==> src/rtl/ahb_pkg.sv <==
// Shared AHB constants, bus data width and the register-interface FSM encoding.
package ahb_pkg;

  localparam int DATA_W = 32;

  localparam logic [1:0] HTRANS_IDLE   = 2'b00;
  localparam logic [1:0] HTRANS_BUSY   = 2'b01;
  localparam logic [1:0] HTRANS_NONSEQ = 2'b10;
  localparam logic [1:0] HTRANS_SEQ    = 2'b11;

  localparam logic [2:0] HSIZE_WORD = 3'b010;

  typedef enum logic [1:0] {
    ST_IDLE = 2'd0,
    ST_DATA = 2'd1,
    ST_ERR1 = 2'd2,
    ST_ERR2 = 2'd3
  } ahb_state_e;

  // NONSEQ and SEQ are the only transfer types that carry a real address phase.
  function automatic logic is_active(input logic [1:0] htrans);
    return (htrans == HTRANS_NONSEQ) || (htrans == HTRANS_SEQ);
  endfunction

endpackage

==> src/rtl/ahb_reg_dec.sv <==
// Word index to one-hot enable decoder; the vector stays all-zero when enable is low.
module ahb_reg_dec #(
  parameter int NREG = 8,
  parameter int IW   = 6
) (
  input  logic [IW-1:0]   index,
  input  logic            enable,
  output logic [NREG-1:0] onehot
);

  always_comb begin
    onehot = '0;
    for (int i = 0; i < NREG; i++) begin
      if (enable && (index == IW'(i))) begin
        onehot[i] = 1'b1;
      end
    end
  end

endmodule

==> src/rtl/ahb_reg_if.sv <==
// Zero-wait-state AHB slave front end that turns word transfers into one-hot
// read/write strobes for external registers, with a two-cycle ERROR response.
module ahb_reg_if
  import ahb_pkg::*;
#(
  parameter int NREG = 8,
  parameter int AW   = 8
) (
  input  logic              clk,
  input  logic              rst_n,
  input  logic              hsel_i,
  input  logic [AW-1:0]     haddr_i,
  input  logic [1:0]        htrans_i,
  input  logic              hwrite_i,
  input  logic [2:0]        hsize_i,
  input  logic [DATA_W-1:0] hwdata_i,
  input  logic              hready_i,
  output logic              hreadyout_o,
  output logic              hresp_o,
  output logic [DATA_W-1:0] hrdata_o,
  output logic [NREG-1:0]   reg_ren_o,
  output logic [NREG-1:0]   reg_wen_o,
  output logic [DATA_W-1:0] reg_wdata_o,
  input  logic [DATA_W-1:0] reg_rdata_i
);

  localparam int IW = AW - 2;

  ahb_state_e state_q, state_d;
  logic [IW-1:0] index_q;
  logic          write_q;
  logic          legal_q;

  logic [IW-1:0] addr_index;
  logic          accept;
  logic          accept_legal;
  logic          data_phase;
  logic          ren_en;
  logic          wen_en;

  assign addr_index = haddr_i[AW-1:2];

  // ERR1 drives HREADY low, so nothing on the bus may be taken during it.
  assign accept = hsel_i && hready_i && is_active(htrans_i) && (state_q != ST_ERR1);

  assign accept_legal = (hsize_i == HSIZE_WORD) &&
                        (haddr_i[1:0] == 2'b00) &&
                        (32'(addr_index) < 32'(NREG));

  always_ff @(posedge clk or negedge rst_n) begin
    if (!rst_n) begin
      state_q <= ST_IDLE;
      index_q <= '0;
      write_q <= 1'b0;
      legal_q <= 1'b0;
    end else begin
      state_q <= state_d;
      if (accept) begin
        index_q <= addr_index;
        write_q <= hwrite_i;
        legal_q <= accept_legal;
      end
    end
  end

  always_comb begin
    state_d     = state_q;
    hreadyout_o = 1'b1;
    hresp_o     = 1'b0;
    data_phase  = 1'b0;
    unique case (state_q)
      ST_IDLE: begin
        if (accept) state_d = accept_legal ? ST_DATA : ST_ERR1;
      end
      ST_DATA: begin
        data_phase = 1'b1;
        if (accept) state_d = accept_legal ? ST_DATA : ST_ERR1;
        else        state_d = ST_IDLE;
      end
      ST_ERR1: begin
        hreadyout_o = 1'b0;
        hresp_o     = 1'b1;
        state_d     = ST_ERR2;
      end
      ST_ERR2: begin
        hresp_o = 1'b1;
        if (accept) state_d = accept_legal ? ST_DATA : ST_ERR1;
        else        state_d = ST_IDLE;
      end
      default: state_d = ST_IDLE;
    endcase
  end

  assign ren_en      = data_phase && legal_q && !write_q;
  assign wen_en      = data_phase && legal_q && write_q;
  assign hrdata_o    = ren_en ? reg_rdata_i : '0;
  assign reg_wdata_o = hwdata_i;

  ahb_reg_dec #(.NREG(NREG), .IW(IW)) u_rd_dec (
    .index  (index_q),
    .enable (ren_en),
    .onehot (reg_ren_o)
  );

  ahb_reg_dec #(.NREG(NREG), .IW(IW)) u_wr_dec (
    .index  (index_q),
    .enable (wen_en),
    .onehot (reg_wen_o)
  );

endmodule

==> config.mk <==
export PLATFORM = sky130hd
export DESIGN_NAME = ahb_reg_if
export DESIGN_NICKNAME = d
export VERILOG_FILES = /design/src/rtl/ahb_pkg.sv /design/src/rtl/ahb_reg_dec.sv /design/src/rtl/ahb_reg_if.sv
export SDC_FILE = /design/constraint.sdc
export NUM_CORES = 1
export LEC_CHECK = 0
export BUFFER_PORTS_ARGS = -buffer_cell sky130_fd_sc_hd__buf_4
export CAP_MARGIN = 5
export CORE_AREA = 2 2 64 66
export CTS_CLUSTER_SIZE = 30
export DETAILED_ROUTE_END_ITERATION = 10
export DIE_AREA = 0 0 66 68
export PLACE_DENSITY = 0.78
export SLEW_MARGIN = 20
export SYNTH_ARGS = -nofsm -noshare
export SYNTH_HDL_FRONTEND = slang
export SYNTH_SLANG_ARGS = --single-unit
==> constraint.sdc <==
create_clock -name clk -period 1.7 [get_ports clk]
set_input_delay 0.34 -clock clk [delete_from_list [all_inputs] [get_ports clk]]
set_output_delay 0.34 -clock clk [all_outputs]
set_load 0.02 [all_outputs]
Yosys cells after proc, flatten, opt, wreduce, memory -nomap -nowiden
Index checks and enable logic that the tools add are counted.
W data, S select, Z words.
{ "totals": {"ff_bits": 10, "out_inout_bits": 82} }
{ "classes": {"magnitude_cmp": 1, "n_eq_ne": 15, "mux": 24, "n_reduce_logical": 31} }
{ "op_table": {"columns": ["operator", "n"], "rows": [
  ["$mux W32", 1],
  ["$eq A6 B3 Y1 const B", 4],
  ["$logic_and A1 B1 Y1", 24],
  ["$mux W1", 19],
  ["$eq A6 B2 Y1 const B", 2],
  ["$eq A2 B2 Y1 const B", 4],
  ["$eq A6 B1 Y1 const B", 1],
  ["$logic_not A6 Y1", 1],
  ["$lt A6 B4 Y1 const B", 1],
  ["$mux W2", 3],
  ["$pmux W2 S3", 1],
  ["$logic_not A2 Y1", 2],
  ["$ne A2 B2 Y1 const B", 2],
  ["$reduce_or A2 Y1", 2],
  ["$eq A3 B2 Y1 const B", 1],
  ["$eq A2 B1 Y1 const B", 1],
  ["$logic_not A1 Y1", 1],
  ["$logic_or A1 B1 Y1", 1]
]} }

Longest topological paths before layout
Gate-level depths: netlist of run 1.
{ "depth": {"depth_word": 6, "ltp_mapped": 4} }

Hierarchy
Synthesis of run 1 repeated with hierarchy kept, for this count alone.
{ "hier_totals": {"cells_unflattened": 123, "hier_area_um2": 1103.6} }
{ "modules_own_cells": {"columns": ["mod", "instances", "cells_each", "area_each_um2", "seq_area_each_um2"], "rows": [
  ["ahb_reg_if", 1, 99, 918.4, 250.2],
  ["ahb_reg_dec", 2, 12, 92.6, 0.0]
]} }

Least setup slack after synthesis of run 1
No wires, ideal clock.
{ "synth_path": {"kind": "register to output", "start": "register state_q[1]", "end": "output port reg_ren_o[4]", "t_arrival_ns": 1.348, "required_ns": 1.360, "slack_ns": 0.012, "stages_incl_launch_ff": 4, "cell_sequence": "dfrtp_1 and4bb_4 nand3_1 nor3_1"} }
{ "synth_between": {"elab_chain_len": 6} }
{ "synth_rtl": {"columns": ["element", "line_no", "rtl"], "rows": [
  ["start, declared", "ahb_reg_if.sv:29", "ahb_state_e state_q, state_d;"],
  ["start signal, assigned", "ahb_reg_if.sv:57", "state_q <= state_d;"],
  ["$eq A2 B1 Y1", "ahb_reg_if.sv:71", "unique case (state_q)"],
  ["$mux W1", "ahb_reg_if.sv:71", null],
  ["$logic_and A1 B1 Y1 (2 in a row)", "ahb_reg_if.sv:94", "assign ren_en = data_phase && legal_q && !write_q;"],
  ["$logic_and A1 B1 Y1", "ahb_reg_dec.sv:14", "if (enable && (index == IW'(i))) begin"],
  ["$mux W1", "ahb_reg_dec.sv:14", null],
  ["end, declared", "ahb_reg_if.sv:21", "output logic [NREG-1:0] reg_ren_o,"]
]} }
No other way between the ends.

Worst setup path after layout of run 1
{ "layout_path": {"start": "register state_q[1]", "end": "output port hrdata_o[0]"} }
{ "layout_between": {"elab_chain_len": 5} }
{ "layout_rtl": {"columns": ["element", "line_no", "rtl"], "rows": [
  ["$eq A2 B1 Y1", "ahb_reg_if.sv:71", null],
  ["$mux W1", "ahb_reg_if.sv:71", null],
  ["$logic_and A1 B1 Y1 (2 in a row)", "ahb_reg_if.sv:94", null],
  ["$mux W32", "ahb_reg_if.sv:96", "assign hrdata_o = ren_en ? reg_rdata_i : '0;"],
  ["end, declared", "ahb_reg_if.sv:20", "output logic [DATA_W-1:0] hrdata_o,"]
]} }
No other way between the ends.

==> metrics.md, run 1 <==
| Metric | Value |
|---|---|
| I/O pin count | `roughly 160` |
| PwrDens | `a little over 700 nW/um^2` |
| Starting Density | `27.3%` |
| Initial antenna violation count | `0` |
| CTS buffer count | `3` |
| Vias in the first global route | `845` |
| Worst Skew | `roughly 1.1 ps` |
| Port Buf Inserts | `98` |
| Crit end category | `primary output` |
| Chip Height | `68 um` |
| Die area | `between 4000 and 5000 sq um` |
| # DRC | `0` |
| Ys async rst share | `100%` |
| Final HPWL DP | `between 2 and 2.5 mm` |
| Detailed-route via count | `1042` |
| HP Start | `haddr_i[4]` |
| Row cnt | `23` |
| Largest net degree at the start of global routing | `33` |
| Detail Route Antenna Nets | `0` |
| Cell taking the most area after synthesis | `dfrtp_1` |
| Top_reg_cell synth | `dfrtp_1` |
| Share of the synthesized area in the top cell type | `a little under a quarter` |
| TNS Setup | `-3000 ps` |
| Syn Nets | `~210` |
| Clock slew seen by the registers of the worst setup and hold paths | `~50 ps` |
| Finished layout cell area | `between 1500 and 2000 sq um` |
| Layout overhead on the synthesized area | `77.5%` |
| Peak supply drop | `between 600 and 700 uV` |
| Register area share after synthesis | `23.8%` |
| Wire length per cell | `approximately 12 um` |
| Relative slew slack | `between 70% and 80%` |
| Gpl congestion | `roughly 0.66` |
| Synth Area per Inst | `8.54 sq um` |
| DRT iter0 DRCs | `5` |
| Syn Std Cell Area | `1050 sq um` |
| Tcrit/Tclk final | `106%` |
| ANT cells | `0` |
| #FFs+latches synth | `10` |
| Critical R2R Launch | `state_q[1]` |
| First-pass GRT wire length | `between 3 and 4 mm` |
| Worst R2R End | `write_q` |
| Pins Over Slew Limit | `0` |
| Static leakage | `roughly 0.93 nW` |
| Max_cap viols | `0` |
| Total power | `1.34 mW` |
| Post-layout min period | `between 1500 and 2000 ps` |
| Status | `finished with violations` |
| Worst skew pair latency | `between 200 and 250 ps` |
| Grt total ovfl | `0` |
| Slew @ Worst Pin | `about 300 ps` |
| CTS Sinks | `10` |
| Max Buffers Root-to-Sink | `2` |
| WP data required | `~1400 ps` |
| Fmax | `0.553 GHz` |
| All-Layer GR Usage | `10.8%` |
| Register-to-register setup slack | `450 ps` |
| Worst hold-check path type | `in2reg` |
| Largest cells by area after synthesis | `dfrtp_1, buf_4, and2_1, mux2_4, nor2_1` |
| Ys Warns | `0` |
| Hold path depth | `2` |
| TritonCTS clock tree | `built` |
| Nets | `276` |
| Router iterations before antenna repair | `3` |
| Fin worst setup slack | `-109 ps` |
| Critical path startpoint category | `flop` |
| Core outline area | `3860 sq um` |
| Synth cell types | `20` |
| CTS Root Cell | `clkbuf_8` |
| Final hold violations | `0` |
| Die Width | `66 um` |
| Final setup vio count | `43` |
| Crit path kind | `reg2out` |
| H-tree levels | `1` |
| Failing checks | `setup timing` |
| Layout cell share with drive strength beyond 1 | `roughly 68%` |
| RSZ-0062 raised after global routing | `yes` |
| Number of synthesized flops with an enable pin | `0` |
| Top post-synthesis cells by count | `and2_1, buf_4, nor2_1, dfrtp_1, mux2_4` |
| DR vias/cell | `4.29` |
| Worst R2R Path Depth | `4` |
| Crit-path max FO | `32` |
| Placed Area | `around 1600 sq um` |
| Worst hold endpoint | `index_q[2]` |
| Critical path arrival | `roughly 1500 ps` |
| Synthesized netlist cell count | `123` |
| DRT Wirelength | `2.88 mm` |
## worst max-delay path, cell delays in order (launching register included)
cell      delay (ps)
dfrtp_1          380
and4bb_4         390
buf_12           160
and2_1           150
buf_4            140
## report_power, final
group	total, mW	internal [mW]	leakage (nW)	switching, mW
Combinational	0.524	0.339	0.782	0.186
Sequential	0.516	0.349	0.119	0.168
Clock	0.297	0.204	0.0288	0.0934
## final cells by class
type / count / area (sq um)
clock buffers: 4 / 55.1
fillers: 363 / 1990
flip-flops and latches: 10 / 253
repair buffers: 103 / 901
multi-input cells: 76 / 594
well taps: 50 / 62.6
## cells by family after synthesis
logic type,synth area share (%)
mux,11.4
simple gates,37.6
compound gates,1.43
flops,23.8
buf+inv,25.7
## what timing repair did
item | 4_1_cts | 5_1_grt
hold buffers | 1 | 0
setup endpoints to repair | 48 | 48
buffers inserted | 1 | 0
hold endpoints to repair | 10 | 0
pin swaps | 5 | 6
resized for setup | 27 | 18
## layer usage
layer,wire length [um],up-vias,GRT usage (%)
met1,999,453,10.6
li1,-,504,-
met2,1480,82,20.1
met5,0,-,0
met4,43,0,4.85
met3,357,3,4.28
## stage by stage
stage	std cells	setup WS [ps]	hold WS [ps]	utilization, %
3_3_place_gp	237	108	171	41.9
2_1_floorplan	123	12.0	44.4	-
3_5_place_dp	237	79.2	175	41.9
6_report	243	-109	331	48.4
5_1_grt	243	-173	329	48.4
4_1_cts	243	-127	328	46.7
## worst max path at each step
stage	end	slack (ps)	cells past startpoint	from
final	hrdata_o[0]	-110	4	state_q[1]
after global routing	hrdata_o[0]	-170	4	state_q[1]
after CTS	hrdata_o[0]	-130	4	state_q[1]
after detailed placement	reg_wen_o[0]	80	4	index_q[3]
after global placement	reg_ren_o[0]	110	4	index_q[3]
after floorplan	reg_ren_o[4]	10	3	state_q[1]
## layout by cell type (no fill, tap or decap), types with 4 or more instances in the layout
master	count
buf_4	71
and2_1	32
buf_6	30
nor2_1	11
mux2_4	8
dfrtp_1	8
nor3_2	4
clkbuf_8	4
## sequential cells by signal, indices dropped and copies added, names as in the netlist
register and count:
legal_q 1, write_q 1, index_q 6, state_q 2
No activity file was read; power rests on OpenSTA's default activity.
==> run 2, diff against run 1 <==
Settings changed: CAP_MARGIN 5 to default, CORE_AREA 2 2 64 66 to default, CORE_ASPECT_RATIO from default to 1.25, CORE_MARGIN from default to 1, CORE_UTILIZATION from default to 23, DIE_AREA 0 0 66 68 to default, PLACE_DENSITY 0.78 to 0.67.
==> metrics.md, run 2 (synthesis gave the netlist of run 1 again) <==
| Metric | Value |
|---|---|
| Status | `finished with violations` |
| Failing checks | `setup timing` |
| Post-layout min period | `1810 ps (+4.48 ps)` |
| Port Buf Inserts | `98 (unchanged)` |
| Chip Height | `77.6 um (+14%)` |
| Most flops, register | `index_q` |
| Static leakage | `0.939 nW (+1.0%)` |
| H-tree levels | `1 (unchanged)` |
| Top layer used by detailed routing | `met4` |
| Placed Area | `1620 sq um (+0.31%)` |
| Reg area | `250 sq um (-0.99%)` |
| CTS buffer count | `3 (unchanged)` |
| Wire length per cell | `11.0 um (-7.7%)` |
| RSZ-0062 raised after global routing | `yes` |
| Top Registers | `index_q x6, state_q x2` |
| DRT Wirelength | `2.76 mm (-4.2%)` |
| Final HPWL DP | `2.38 mm (+2.0%)` |
| Slew @ Worst Pin | `312 ps (+11.2 ps)` |
| Min Hold Slack | `338 ps (+6.82 ps)` |
| WP data required | `1360 ps (about the same)` |
| Max Buffers Root-to-Sink | `2 (unchanged)` |
| Commonest non-fill, non-tap cell in the layout | `buf_4` |
| Final hold violations | `0 (unchanged)` |
| All-Layer GR Usage | `11.0% (+0.24 points)` |
| Max reg flops | `6 (unchanged)` |
| I/O pin count | `164 (unchanged)` |
| Fmax | `0.551 GHz (-0.25%)` |
| CTS Root Cell | `clkbuf_8` |
| TNS Setup | `-1990 ps (+1010 ps)` |
| Critical path arrival | `1470 ps (about the same)` |
| First-pass GRT wire length | `4.37 mm (+16%)` |
| Gpl congestion | `0.708 (+7.1%)` |
| DR vias/cell | `4.23 (-1.4%)` |
| Metal2 WL | `1.44 mm (-3.2%)` |
| Worst hold-check path type | `in2reg` |
| Relative slew slack | `79.2% (-0.74 points)` |
| Layout overhead on the synthesized area | `75.5%` |
| Worst Skew | `1.61 ps (+0.460 ps)` |
| Crit-path max FO | `4 (-88%)` |
| Fin worst setup slack | `-114 ps (-4.48 ps)` |
| Core outline area | `4390 sq um (+14%)` |
| Die Width | `62.5 um (-5.4%)` |
| Crit path kind | `reg2out` |
| Crit end category | `primary output` |
| Met3 WL | `393 um (+10%)` |
| Fillers | `441 (+21%)` |
| Grt total ovfl | `0 (unchanged)` |
| Commonest non-fill, non-tap cells in the layout | `buf_4, and2_1, buf_6` |
| Max_cap viols | `0 (unchanged)` |
| DRT iter0 DRCs | `11 (+6)` |
| Tcrit/Tclk final | `107% (+0.26 points)` |
| Pins Over Slew Limit | `0 (unchanged)` |
| # DRC | `0 (unchanged)` |
| Row cnt | `27 (+17%)` |
| Worst skew pair latency | `230 ps (about the same)` |
| PwrDens | `689 nW/um^2 (-3.9%)` |
| Die area | `4850 sq um (+8.0%)` |
| Largest net degree at the start of global routing | `20 (-39%)` |
| Finished layout cell area | `1840 sq um (-1.1%)` |
| Detailed-route via count | `1066 (+2.3%)` |
| Metal-1 WL | `903 um (-9.6%)` |
| Starting Density | `23.9% (-3.3 points)` |
| Peak supply drop | `695 uV (+8.4%)` |
| ANT cells | `0 (unchanged)` |
| TritonCTS clock tree | `built` |
| Nets | `278 (+0.72%)` |
| Total power | `1.27 mW (-5.0%)` |
| Initial antenna violation count | `0 (unchanged)` |
| Layout cell share with drive strength beyond 1 | `69.1% (+0.68 points)` |
| Area of the multi-input gates | `599 sq um (+0.84%)` |
| Clock slew seen by the registers of the worst setup and hold paths | `40 ps (about the same)` |
| Final setup vio count | `43 (unchanged)` |
| Router iterations before antenna repair | `3 (unchanged)` |
| Vias in the first global route | `965 (+14%)` |
| Detail Route Antenna Nets | `0 (unchanged)` |
| CTS Sinks | `10 (unchanged)` |
| Critical path startpoint category | `flop` |
[run 2: critical path, stage by stage, from the launching register on]
cell	delay, ps
dfrtp_1	420
nor4_4	300
buf_4	170
nand2_4	50
nor3_2	140
buf_4	160
[run 2: worst paths after layout]
check / start / cells after the start / end / slack (ps)
worst max-delay path: index_q[3] / 5 / reg_wen_o[0] / -110
worst min-delay path: haddr_i[3] / 2 / index_q[1] / 340
worst max register to register: state_q[1] / 4 / index_q[4] / 450
worst min register to register: write_q / 1 / write_q / 530
max in group asynchronous: rst_n / 2 / index_q[0] / 1090
min in group asynchronous: rst_n / 2 / index_q[1] / 470
[run 2: power breakdown]
part	switching, mW	total [mW]	internal (mW)
registers	0.160	0.504	0.344
clock network	0.0825	0.237	0.154
logic	0.187	0.530	0.343
total	0.430	1.27	0.841
[run 2: stage by stage]
| stage | setup slack, ps | util [%] | std cells |
|---|---|---|---|
| global placement | 120 | 36.9 | 246 |
| global route | -177 | 42.0 | 252 |
| finish | -114 | 42.0 | 252 |
| detailed placement | 82.9 | 36.9 | 246 |
| CTS | -77.6 | 41.0 | 251 |
| floorplan | 12.0 | - | 123 |
[run 2: area by class of cell]
class	instances	share of cell area, %
Timing Repair Buffer	105	47.8
Multi-Input combinational cell	76	32.5
Sequential cell	10	13.6
Tap cell	58	3.93
Clock buffer	3	2.24
[run 2: repair_timing]
action / CTS / global route
setup endpoints to repair: 46 / 48
hold endpoints to repair: 10 / 0
setup buffers: 1 / 1
hold buffers: 1 / 0
resized for setup: 30 / 10
pin swaps: 3 / 3
[run 2: per-layer routing]
| metal | vias to the layer above | track usage (%) |
|---|---|---|
| met5 | - | 0 |
| met4 | 0 | 3.95 |
| met3 | 5 | 4.41 |
| met2 | 78 | 20.7 |
| met1 | 479 | 10.8 |
| li1 | 504 | - |
==> run 3, diff against run 2 <==
Settings changed: ABC_AREA from default to 1, MAX_ROUTING_LAYER from default to met4, PLACE_DENSITY 0.67 to default.
==> metrics.md, run 3 <==
| Metric | Value |
|---|---|
| Router iterations before antenna repair | `4 (+1)` |
| Die Width | `64.4 um (+3.2%)` |
| # DRC | `0 (unchanged)` |
| Pins Over Slew Limit | `0 (unchanged)` |
| Synth Area per Inst | `5.69 sq um (-33%)` |
| PwrDens | `629 nW/um^2 (-8.7%)` |
| RSZ-0062 raised after global routing | `yes` |
| Most flops, register | `index_q` |
| Top_reg_cell synth | `dfrtp_1` |
| CTS Root Cell | `clkbuf_8` |
| Most common cell in the netlist | `nor2_1` |
| Fmax | `0.592 GHz (+7.4%)` |
| Share of the synthesized area in the top cell type | `22.3% (-1.5 points)` |
| Largest net degree at the start of global routing | `33 (+65%)` |
| Finished layout cell area | `1980 sq um (+7.3%)` |
| Layout overhead on the synthesized area | `76.6%` |
| Core outline area | `4690 sq um (+6.9%)` |
| Max reg flops | `6 (unchanged)` |
| Reg area | `251 sq um (+0.50%)` |
| Core Util, Final | `42.2% (+0.17 points)` |
| Port Buf Inserts | `98 (unchanged)` |
| CTS Sinks | `10 (unchanged)` |
| Final HPWL DP | `2.72 mm (+14%)` |
| Worst skew pair latency | `230 ps (about the same)` |
| H-tree levels | `1 (unchanged)` |
| Commonest non-fill, non-tap cell in the layout | `buf_4` |
| Slew @ Worst Pin | `505 ps (+193 ps)` |
| Crit path kind | `reg2out` |
| Largest cells by area after synthesis | `dfrtp_1, buf_4, nor2_1, inv_1, nand2_1` |
| Critical path arrival | `1350 ps (-120 ps)` |
| # placed instances | `320 (+30%)` |
| Peak supply drop | `441 uV (-36%)` |
| Detailed-route via count | `1307 (+23%)` |
| Min Hold Slack | `328 ps (-10.3 ps)` |
| Tcrit/Tclk final | `99.3% (-7.4 points)` |
| Area of the multi-input gates | `514 sq um (-14%)` |
| Initial antenna violation count | `0 (unchanged)` |
| Top Registers | `index_q x6, state_q x2` |
| Die area | `5160 sq um (+6.5%)` |
| First-pass GRT wire length | `4.69 mm (+7.4%)` |
| Ys async rst share | `100% (unchanged)` |
| Synth cell types | `14 (-30%)` |
| Slowest-stage cell, CP | `dfrtp_1` |
| Placed Area | `1680 sq um (+3.7%)` |
| Ys Warns | `0 (unchanged)` |
| Synthesized netlist cell count | `197 (+60%)` |
| Top post-synthesis cells by count | `nor2_1, inv_1, buf_4, nand2_1, dfrtp_1` |
| I/O pin count | `164 (unchanged)` |
| Commonest non-fill, non-tap cells in the layout | `buf_4, inv_1, nor2_1` |
| DRT iter0 DRCs | `27 (+16)` |
| DRT Wirelength | `3.42 mm (+24%)` |
| Final setup vio count | `0 (-100%)` |
| CTS buffer count | `3 (unchanged)` |
| Number of cells in the finished layout apart from fillers | `329 (+31%)` |
| Nets | `352 (+27%)` |
| Static leakage | `1.14 nW (+21%)` |
| Critical path startpoint category | `flop` |
| Critical path, cell by cell | `inv_2, nand4_1, buf_6, clkbuf_16, nor2_1, buf_4` |
| ANT cells | `0 (unchanged)` |
| All-Layer GR Usage | `12.0% (+0.99 points)` |
| Crit end category | `primary output` |
| Max_cap viols | `0 (unchanged)` |
| Max stage delay on crit path | `380 ps (-40 ps)` |
| Cell taking the most area after synthesis | `dfrtp_1` |
| Routing usage on met3 | `4.12% (-0.29 points)` |
| Starting Density | `23.9% (-0.051 points)` |
| Max Buffers Root-to-Sink | `2 (unchanged)` |
| Register-to-register setup slack | `460 ps (about the same)` |
| Detail Route Antenna Nets | `0 (unchanged)` |
| Clock slew seen by the registers of the worst setup and hold paths | `50 ps (about the same)` |
| Worst hold-check path type | `in2reg` |
| Met2 usage | `21.5% (+0.82 points)` |
| Vias in the first global route | `1111 (+15%)` |
| Number of synthesized flops with an enable pin | `0 (unchanged)` |
| Status | `finished clean` |
| Grt total ovfl | `0 (unchanged)` |
| Syn Nets | `279 (+36%)` |
| Final hold violations | `0 (unchanged)` |
| Chip Height | `80.1 um (+3.2%)` |
| DR vias/cell | `3.97 (-6.1%)` |
| Relative slew slack | `66.3% (-13 points)` |
| Wire length per cell | `10.4 um (-5.1%)` |
| TritonCTS clock tree | `built` |
| Gpl congestion | `0.771 (+8.9%)` |
| WP data required | `1360 ps (about the same)` |
| Total power | `1.25 mW (-2.0%)` |
| Register area share after synthesis | `22.3% (-1.5 points)` |
| #FFs+latches synth | `10 (unchanged)` |
| Fillers | `523 (+19%)` |
| Worst Skew | `4.25 ps (+2.64 ps)` |
| Crit-path max FO | `16 (+12)` |
| Top Usage Layer GRT | `met2` |
| Syn Std Cell Area | `1120 sq um (+6.7%)` |
| GRT met1 Usage | `11.7% (+0.93 points)` |
| Post-layout min period | `1690 ps (-125 ps)` |
| Row cnt | `28 (+3.7%)` |
| Layout cell share with drive strength beyond 1 | `52.0% (-17 points)` |
[run 3: cell count changes after synthesis, sizes merged, moves of 3 or more]
cell and change:
and2 -33, buf +4, clkbuf -3, inv +49
mux2 -8, nand2 +25, nand2b -3, nor2 +44
nor3 -3, o21ai +6
[run 3: final timing paths]
| check | start | end | cells past startpoint |
|---|---|---|---|
| setup / recovery | state_q[1] | hrdata_o[5] | 6 |
| hold / removal | haddr_i[4] | index_q[2] | 3 |
| setup reg to reg | state_q[1] | index_q[1] | 4 |
| hold reg to reg | legal_q | legal_q | 2 |
| max in group asynchronous | rst_n | index_q[3] | 2 |
| min in group asynchronous | rst_n | index_q[5] | 2 |
[run 3: cell families (layout without fill, tap and decap cells)]
group / Yosys count / after routing / synth area share, %
buf+inv: 87 / 159 / 41.0
compound gates: 7 / 7 / 3.12
simple gates: 93 / 93 / 33.6
flops: 10 / 10 / 22.3
[run 3: power breakdown]
part	switching, mW	total (mW)	internal (mW)
clock	0.0865	0.290	0.203
sequential	0.0835	0.421	0.337
combinational	0.299	0.535	0.236
total	0.469	1.25	0.777
[run 3: worst max-delay path, delay by kind of cell, from the launching register on]
| kind | cells | cell delay, ps |
|---|---|---|
| and+or+nand+nor | 2 | 200 |
| buffers and inverters | 4 | 530 |
| DFF | 1 | 380 |
[run 3: per-layer routing]
| metal | share of wire, % | wire length, um | up-vias |
|---|---|---|---|
| met5 | 0 | 0 | - |
| met3 | 9.4 | 322 | 10 |
| met2 | 53 | 1800 | 69 |
| met4 | 2.3 | 80 | 0 |
| met1 | 36 | 1220 | 562 |
| li1 | - | - | 666 |
[run 3: what timing repair did]
action | 4_1_cts | 5_1_grt
endpoints found under the hold margin | 10 | 0
gates resized for setup | 9 | 49
hold buffers | 1 | 0
setup buffers | 1 | 2
cloned | 0 | 1
pin swaps | 4 | 4
setup endpoints to repair | 15 | 44
[run 3: layout make-up]
class                   count  area share, %
repair buffers            106           45.4
flip-flops and latches     10           12.7
multi-input cells         100           26.0
inverters                  49           9.29
clock buffers               4           2.78
well taps                  60           3.79
[run 3: per-stage QoR]
step | TNS [ps] | setup slack [ps]
floorplan | 0 | 311
global placement | 0 | 200
detailed placement | 0 | 203
CTS | -21.6 | -13.2
global route | -1760 | -55.7
finish | 0 | 11.5
